$ cat config.mk
export PLATFORM = sky130hd
export DESIGN_NAME = tm_mem_latency_responder
export DESIGN_NICKNAME = d
export VERILOG_FILES = /design/src/rtl/libtm_cache_pkg.sv /design/src/rtl/tm_l2_tag_dm.sv /design/src/rtl/tm_mem_latency_responder.sv
export SDC_FILE = /design/constraint.sdc
export NUM_CORES = 2
export LEC_CHECK = 0
export ABC_AREA = 0
export CORE_AREA = 5 5 746 748
export DETAILED_ROUTE_END_ITERATION = 8
export DIE_AREA = 0 0 751 753
export PLACE_DENSITY = 0.49
export SLEW_MARGIN = 30
export SYNTH_ARGS = -nofsm -noshare
export SYNTH_HDL_FRONTEND = slang
export SYNTH_MEMORY_MAX_BITS = 65536
export SYNTH_SLANG_ARGS = --single-unit
$ cat constraint.sdc
create_clock -name gclk -period 21.3 [get_ports gclk]
set_input_delay 5.325 -clock gclk [delete_from_list [all_inputs] [get_ports gclk]]
set_output_delay 5.325 -clock gclk [all_outputs]
set_load 0.005 [all_outputs]
$ cat src/rtl/libtm_cache_pkg.sv
// Shared timing-model cache types: clock bundle, L1-to-memory request token,
// responder event pulses, and the default L2 geometry constants.
package libtm_cache;

    localparam int unsigned NTHREADIDMSB  = 1;
    localparam int unsigned ADDR_W        = 32;
    localparam int unsigned PARTID_W      = 4;
    localparam int unsigned L2_SETS_DEF   = 256;
    localparam int unsigned LINE_BITS_DEF = 6;
    localparam int unsigned L2_IDX_W      = $clog2(L2_SETS_DEF);
    localparam int unsigned L2_TAG_W      = ADDR_W - L2_IDX_W - LINE_BITS_DEF;

    typedef struct packed {
        logic clk;
    } iu_clk_type;

    typedef struct packed {
        logic                    token_valid;
        logic [NTHREADIDMSB:0]   tid;
        logic [PARTID_W-1:0]     partitionid;
        logic                    request_valid;
        logic [ADDR_W-1:0]       request_addr;
        logic                    writeback_valid;
        logic [ADDR_W-1:0]       writeback_addr;
    } tm_mem_request_t;

    typedef struct packed {
        logic l2hit;
        logic l2miss;
        logic writeback;
        logic proto_err;
    } tm_mem_resp_ctrs_t;

    // Classification of the token presented in the current cycle.
    typedef enum logic [1:0] {
        TOK_NONE,
        TOK_IDLE,
        TOK_NEW,
        TOK_PROTO
    } tm_tok_kind_e;

endpackage

$ cat src/rtl/tm_l2_tag_dm.sv
// Direct-mapped L2 tag table: combinational hit lookup, allocate on the clock
// edge so a lookup in the following cycle sees the freshly written tag.
module tm_l2_tag_dm #(
    parameter int unsigned SETS  = 256,
    parameter int unsigned IDX_W = 8,
    parameter int unsigned TAG_W = 18
) (
    input  logic             clk,
    input  logic             rst,
    input  logic [IDX_W-1:0] idx,
    input  logic [TAG_W-1:0] tag,
    input  logic             alloc_en,
    output logic             hit
);

    logic [SETS-1:0]  valid_q;
    logic [TAG_W-1:0] tag_q [SETS];

    always_ff @(posedge clk or posedge rst) begin
        if (rst) begin
            valid_q <= '0;
        end else if (alloc_en) begin
            valid_q[idx] <= 1'b1;
        end
    end

    // Tag storage is qualified by valid_q, so it needs no reset.
    always_ff @(posedge clk) begin
        if (alloc_en) begin
            tag_q[idx] <= tag;
        end
    end

    always_comb begin
        hit = valid_q[idx] & (tag_q[idx] == tag);
    end

endmodule

$ cat src/rtl/tm_mem_latency_responder.sv
// Memory-side responder for timing tokens: per-thread latency countdowns,
// L2 hit/miss modelled by a direct-mapped tag table, same-cycle stall reply.
module tm_mem_latency_responder
    import libtm_cache::*;
#(
    parameter int unsigned NTHREADS  = 2**(NTHREADIDMSB+1),
    parameter int unsigned LAT_W     = 8,
    parameter int unsigned L2_SETS   = L2_SETS_DEF,
    parameter int unsigned LINE_BITS = LINE_BITS_DEF
) (
    input  iu_clk_type          gclk,
    input  logic                rst,
    input  logic                run_reg,
    input  tm_mem_request_t     req,
    input  logic [LAT_W-1:0]    l2_hit_lat,
    input  logic [LAT_W-1:0]    dram_lat,
    input  logic [LAT_W-1:0]    wb_penalty,
    output logic                stay_stalled,
    output tm_mem_resp_ctrs_t   resp_ctrs,
    output logic [NTHREADS-1:0] busy_vec
);

    localparam int unsigned CNT_W = LAT_W + 1;
    localparam int unsigned IDX_W = $clog2(L2_SETS);
    localparam int unsigned TAG_W = ADDR_W - IDX_W - LINE_BITS;

    typedef logic [CNT_W-1:0] cnt_t;

    logic [NTHREADS-1:0][CNT_W-1:0] cnt_q, cnt_d;
    logic [NTHREADS-1:0]            busy_vec_q, busy_vec_d;

    logic             tok_seen;
    logic             accept;
    logic [NTHREADIDMSB:0] tid;
    cnt_t             cur_cnt;
    logic             cur_busy;
    tm_tok_kind_e     kind;
    logic [IDX_W-1:0] l2_idx;
    logic [TAG_W-1:0] l2_tag;
    logic             l2_hit;
    logic             l2_alloc;
    cnt_t             load_cnt;
    logic             unused_req_bits;

    // Tokens are ignored while reset is held so the outputs stay quiet.
    assign tok_seen = req.token_valid & ~rst;
    assign accept   = tok_seen & run_reg;
    assign tid      = req.tid;
    assign cur_cnt  = cnt_q[tid];
    assign cur_busy = |cur_cnt;

    assign l2_idx   = req.request_addr[LINE_BITS +: IDX_W];
    assign l2_tag   = req.request_addr[LINE_BITS + IDX_W +: TAG_W];

    assign unused_req_bits = ^{req.partitionid, req.writeback_addr,
                               req.request_addr[LINE_BITS-1:0]};

    always_comb begin
        kind = TOK_NONE;
        if (accept) begin
            if (!req.request_valid) begin
                kind = TOK_IDLE;
            end else if (cur_busy) begin
                kind = TOK_PROTO;
            end else begin
                kind = TOK_NEW;
            end
        end
    end

    tm_l2_tag_dm #(
        .SETS  (L2_SETS),
        .IDX_W (IDX_W),
        .TAG_W (TAG_W)
    ) u_l2_tags (
        .clk      (gclk.clk),
        .rst      (rst),
        .idx      (l2_idx),
        .tag      (l2_tag),
        .alloc_en (l2_alloc),
        .hit      (l2_hit)
    );

    assign l2_alloc = (kind == TOK_NEW) & ~l2_hit;

    // Latency sum is one bit wider than the config fields and never saturates.
    always_comb begin
        load_cnt = l2_hit ? cnt_t'(l2_hit_lat) : cnt_t'(dram_lat);
        if (req.writeback_valid) begin
            load_cnt = load_cnt + cnt_t'(wb_penalty);
        end
    end

    always_comb begin
        cnt_d = cnt_q;
        unique case (kind)
            TOK_NEW: begin
                cnt_d[tid] = load_cnt;
            end
            TOK_IDLE, TOK_PROTO: begin
                if (cur_busy) begin
                    cnt_d[tid] = cur_cnt - cnt_t'(1);
                end
            end
            default: begin
            end
        endcase
    end

    always_comb begin
        busy_vec_d = '0;
        for (int unsigned t = 0; t < NTHREADS; t++) begin
            busy_vec_d[t] = |cnt_d[t];
        end
    end

    always_ff @(posedge gclk.clk or posedge rst) begin
        if (rst) begin
            cnt_q      <= '0;
            busy_vec_q <= '0;
        end else begin
            cnt_q      <= cnt_d;
            busy_vec_q <= busy_vec_d;
        end
    end

    always_comb begin
        stay_stalled        = (kind == TOK_NEW) | (tok_seen & cur_busy);
        resp_ctrs           = '0;
        resp_ctrs.l2hit     = (kind == TOK_NEW) & l2_hit;
        resp_ctrs.l2miss    = (kind == TOK_NEW) & ~l2_hit;
        resp_ctrs.writeback = (kind == TOK_NEW) & req.writeback_valid;
        resp_ctrs.proto_err = (kind == TOK_PROTO);
    end

    assign busy_vec = busy_vec_q;

endmodule
==> flow_metrics.env <==
export IMPL_io_buffers=66
export IMPL_worstSetupEndpointType="output port"
export IMPL_num_rows=273
export IMPL_p_sw_mw=4.85
export IMPL_arrival_ps=12800
export IMPL_stdcell_count=17700
export IMPL_async_reset_ff_frac=0.0604
export IMPL_finalCritPeriodShare=0.851
export IMPL_p_per_area_nw_per_um2=95.0
export IMPL_hold_violations=0
export IMPL_cp_data_required_time_ps=15980
export IMPL_grt_max_degree=177
export IMPL_dpl_hpwl_um=398000
export IMPL_maxCapViolations=0
export IMPL_vias=101000
export IMPL_grtUsageTotal=0.227
export IMPL_pwr_share_comb=0.060
export IMPL_numCtsBuffers=537
export IMPL_worst_slack_ps=3180
export IMPL_die_area_um2=566000
export IMPL_hold_worst_slack_ps=461
export IMPL_min_period_ps=18120
export IMPL_p_leak_nw=72.4
export IMPL_synthCells=9445
export IMPL_antenna_left=0
export IMPL_drc_errors=0
export IMPL_layout_common_cells="edfxtp_1 (4,608), mux4_2 (891), mux2i_1 (711)"
export IMPL_seqPwrFrac=0.504
export IMPL_core_area_um2=550000
export IMPL_grt_pass1_wl_um=884000
export IMPL_gp_congestion=0.882
export IMPL_cts_setup_buffers=0
export IMPL_status="finished clean"
export IMPL_synth_seq_area_share=0.762
export IMPL_internal_power_mw=16.2
export IMPL_netlist_area_um2=191000
export IMPL_yosys_warnings=0
export IMPL_routedWlPerCell_um=37.0
export IMPL_setup_viol=0
export IMPL_die_y_um=753
export IMPL_ys_seq_elements=4904
export IMPL_overflow=0
export IMPL_final_core_util=0.402
export IMPL_crit_slowest_cell="or4_1"
export IMPL_power_mw=21.0
export IMPL_htree_levels=6
export IMPL_cts_sinks=4904
export IMPL_start_util=0.348
export IMPL_ir_drop_mv=0.0823
export IMPL_worstMarginPinSlew_ps=1140
export IMPL_clk_latency_ps=1100
export IMPL_fmax_mhz=55.2
export IMPL_cts_hold_buffers=0
export IMPL_relSlewSlack=0.238
export IMPL_place_ws_ps=3370
export IMPL_ios=109
export IMPL_tns_ps=0
export IMPL_crit_chain="buf_8, buf_4, and2_4, buf_4, a22oi_1, nand3_1, a41oi_1, a211oi_1, mux2i_1, a311oi_1, or4b_1, or4_1, nor3_4, nor2_4, clkdlybuf4s50_1"
export IMPL_cts_root_buf="clkbuf_16"
export IMPL_area_growth_pct=15.6
export IMPL_worstSetupPathType="input pin to output port"
export IMPL_yosysTopAreaCell="edfxtp_1"
export IMPL_start_kind="input pin"
export IMPL_drt_initial_drc_count=12700
export IMPL_ctsResizeCount=0
export IMPL_dp_cells=16700
export IMPL_wl_um=657000
export IMPL_synth_main_ff_cell="edfxtp_1"
export IMPL_final_nets=10100
export IMPL_synth_top_area_share=0.723
export IMPL_tritoncts="yes"
export IMPL_crit_top_cell="buf_4"
export IMPL_syn_nets=9556
export IMPL_die_width_um=751
export IMPL_critPathMaxFanout=44
export IMPL_drt_pass1_iter_count=5
export IMPL_min_path_type="flop to flop"
export IMPL_critPathBufInv=4
export IMPL_vias_per_cell=5.72
export IMPL_synthTopCellsByArea="edfxtp_1 (72%), mux4_2 (10%), dfrtp_1 (3.9%)"
export IMPL_avgSynthCellArea_um2=20.3
export IMPL_p_clk_frac=0.436
export IMPL_rsz0062_at_grt="no"
export IMPL_final_common_cell="edfxtp_1"
export IMPL_slowest_delay_ps=900
export IMPL_antenna_found_initial=54
export IMPL_synth_edf_count=4608
export IMPL_final_setup_skew_ps=78.0
export IMPL_path_clk_slew_ps=50
export IMPL_first_global_vias=101000
export IMPL_cts_buffer_depth=4
export IMPL_cp_top_family="simple AND/OR/NAND/NOR gates"
export IMPL_yosysUniqueCellTypes=99
export IMPL_place_area_um2=204000
export IMPL_drive_gt1_frac=0.273
export IMPL_sw_frac_of_total=0.231
export IMPL_final_area_um2=221000
export IMPL_drv_slew=0
sequential cells by signal, summed over array words and instances (netlist names):
name               count
cnt_q                 36
u_l2_tags.tag_q     4608
u_l2_tags.valid_q    256
busy_vec               4
synth_stat cells, drive strengths merged (6+ instances only):
| cell | count |
|---|---|
| o211ai | 11 |
| nand4 | 47 |
| a2111oi | 26 |
| a21oi | 123 |
| a211oi | 42 |
| xor2 | 8 |
| mux2i | 713 |
| xnor2 | 17 |
| nor3 | 34 |
| and4 | 9 |
| o31ai | 18 |
| a32oi | 11 |
| edfxtp | 4608 |
| or4 | 8 |
| mux2 | 64 |
| mux4 | 902 |
| a22o | 50 |
| nand2b | 26 |
| nor4 | 25 |
| inv | 23 |
| nor3b | 7 |
| dfrtp | 296 |
| o21ai | 72 |
| a221o | 6 |
| nand2 | 214 |
| or3 | 7 |
| o22ai | 54 |
| ha | 10 |
| o22a | 9 |
| nand3 | 146 |
| nor2 | 365 |
| or2 | 265 |
| buf | 371 |
| nand4b | 7 |
| a31oi | 39 |
| a221oi | 41 |
| nor2b | 38 |
| a311oi | 12 |
| o2111ai | 7 |
| and3 | 13 |
| a22oi | 426 |
| o221ai | 11 |
| clkbuf | 162 |
| and2 | 19 |
cells by family (layout without fill, tap and decap cells):
family / count (synthesis) / after routing / share of synthesized area
flops: 4904 / 4904 / 0.762
xor+xnor: 25 / 25 / 0.00114
mux: 1679 / 1679 / 0.147
buf+inv: 556 / 1540 / 0.0173
compound gates: 1012 / 1012 / 0.0383
other cells: 0 / 24 / 0
fa+ha+maj: 11 / 11 / 0.000758
simple gates: 1258 / 1258 / 0.0334
layer usage:
metal  vias to the layer above  routed length, um  GRT usage
met5                         -                112          0
met4                        18              29700     0.0896
li1                      40300                  -          -
met1                     55400             264000      0.306
met3                      1047              52900     0.0456
met2                      4733             311000      0.362
path summary, 6_finish.rpt:
check	startpoint	end	slack [ps]	cells after the start
setup / recovery	req[42]	resp_ctrs[2]	3180	15
hold / removal	u_l2_tags.valid_q[44]	u_l2_tags.valid_q[44]	460	1
setup reg to reg	u_l2_tags.tag_q[167][8]	busy_vec[1]	12300	27
hold reg to reg	u_l2_tags.valid_q[44]	u_l2_tags.valid_q[44]	460	1
max in group asynchronous	rst	u_l2_tags.valid_q[214]	13760	5
min in group asynchronous	rst	cnt_q[2]	4880	2
final cells by class:
class                      count  area (um2)
fill                       48800      329000
clock inverter               291        2980
tap                         7287        9120
timing repair buffer         543        5090
sequential                  4904      146000
multi-input combinational   3985       43800
antenna                       24        60.1
clock buffer                 683       14300
inverter                      23         100
power groups by stage:
stage | Combinational [mW] | Sequential (mW) | Clock, mW
6_report | 1.27 | 10.6 | 9.16
5_1_grt | 1.32 | 10.6 | 9.72
4_1_cts | 1.27 | 10.6 | 9.30
3_5_place_dp | 1.27 | 10.8 | 0
3_3_place_gp | 1.25 | 10.8 | 0
2_1_floorplan | 0.622 | 10.8 | 0
No activity file was read; power rests on OpenSTA's default activity.
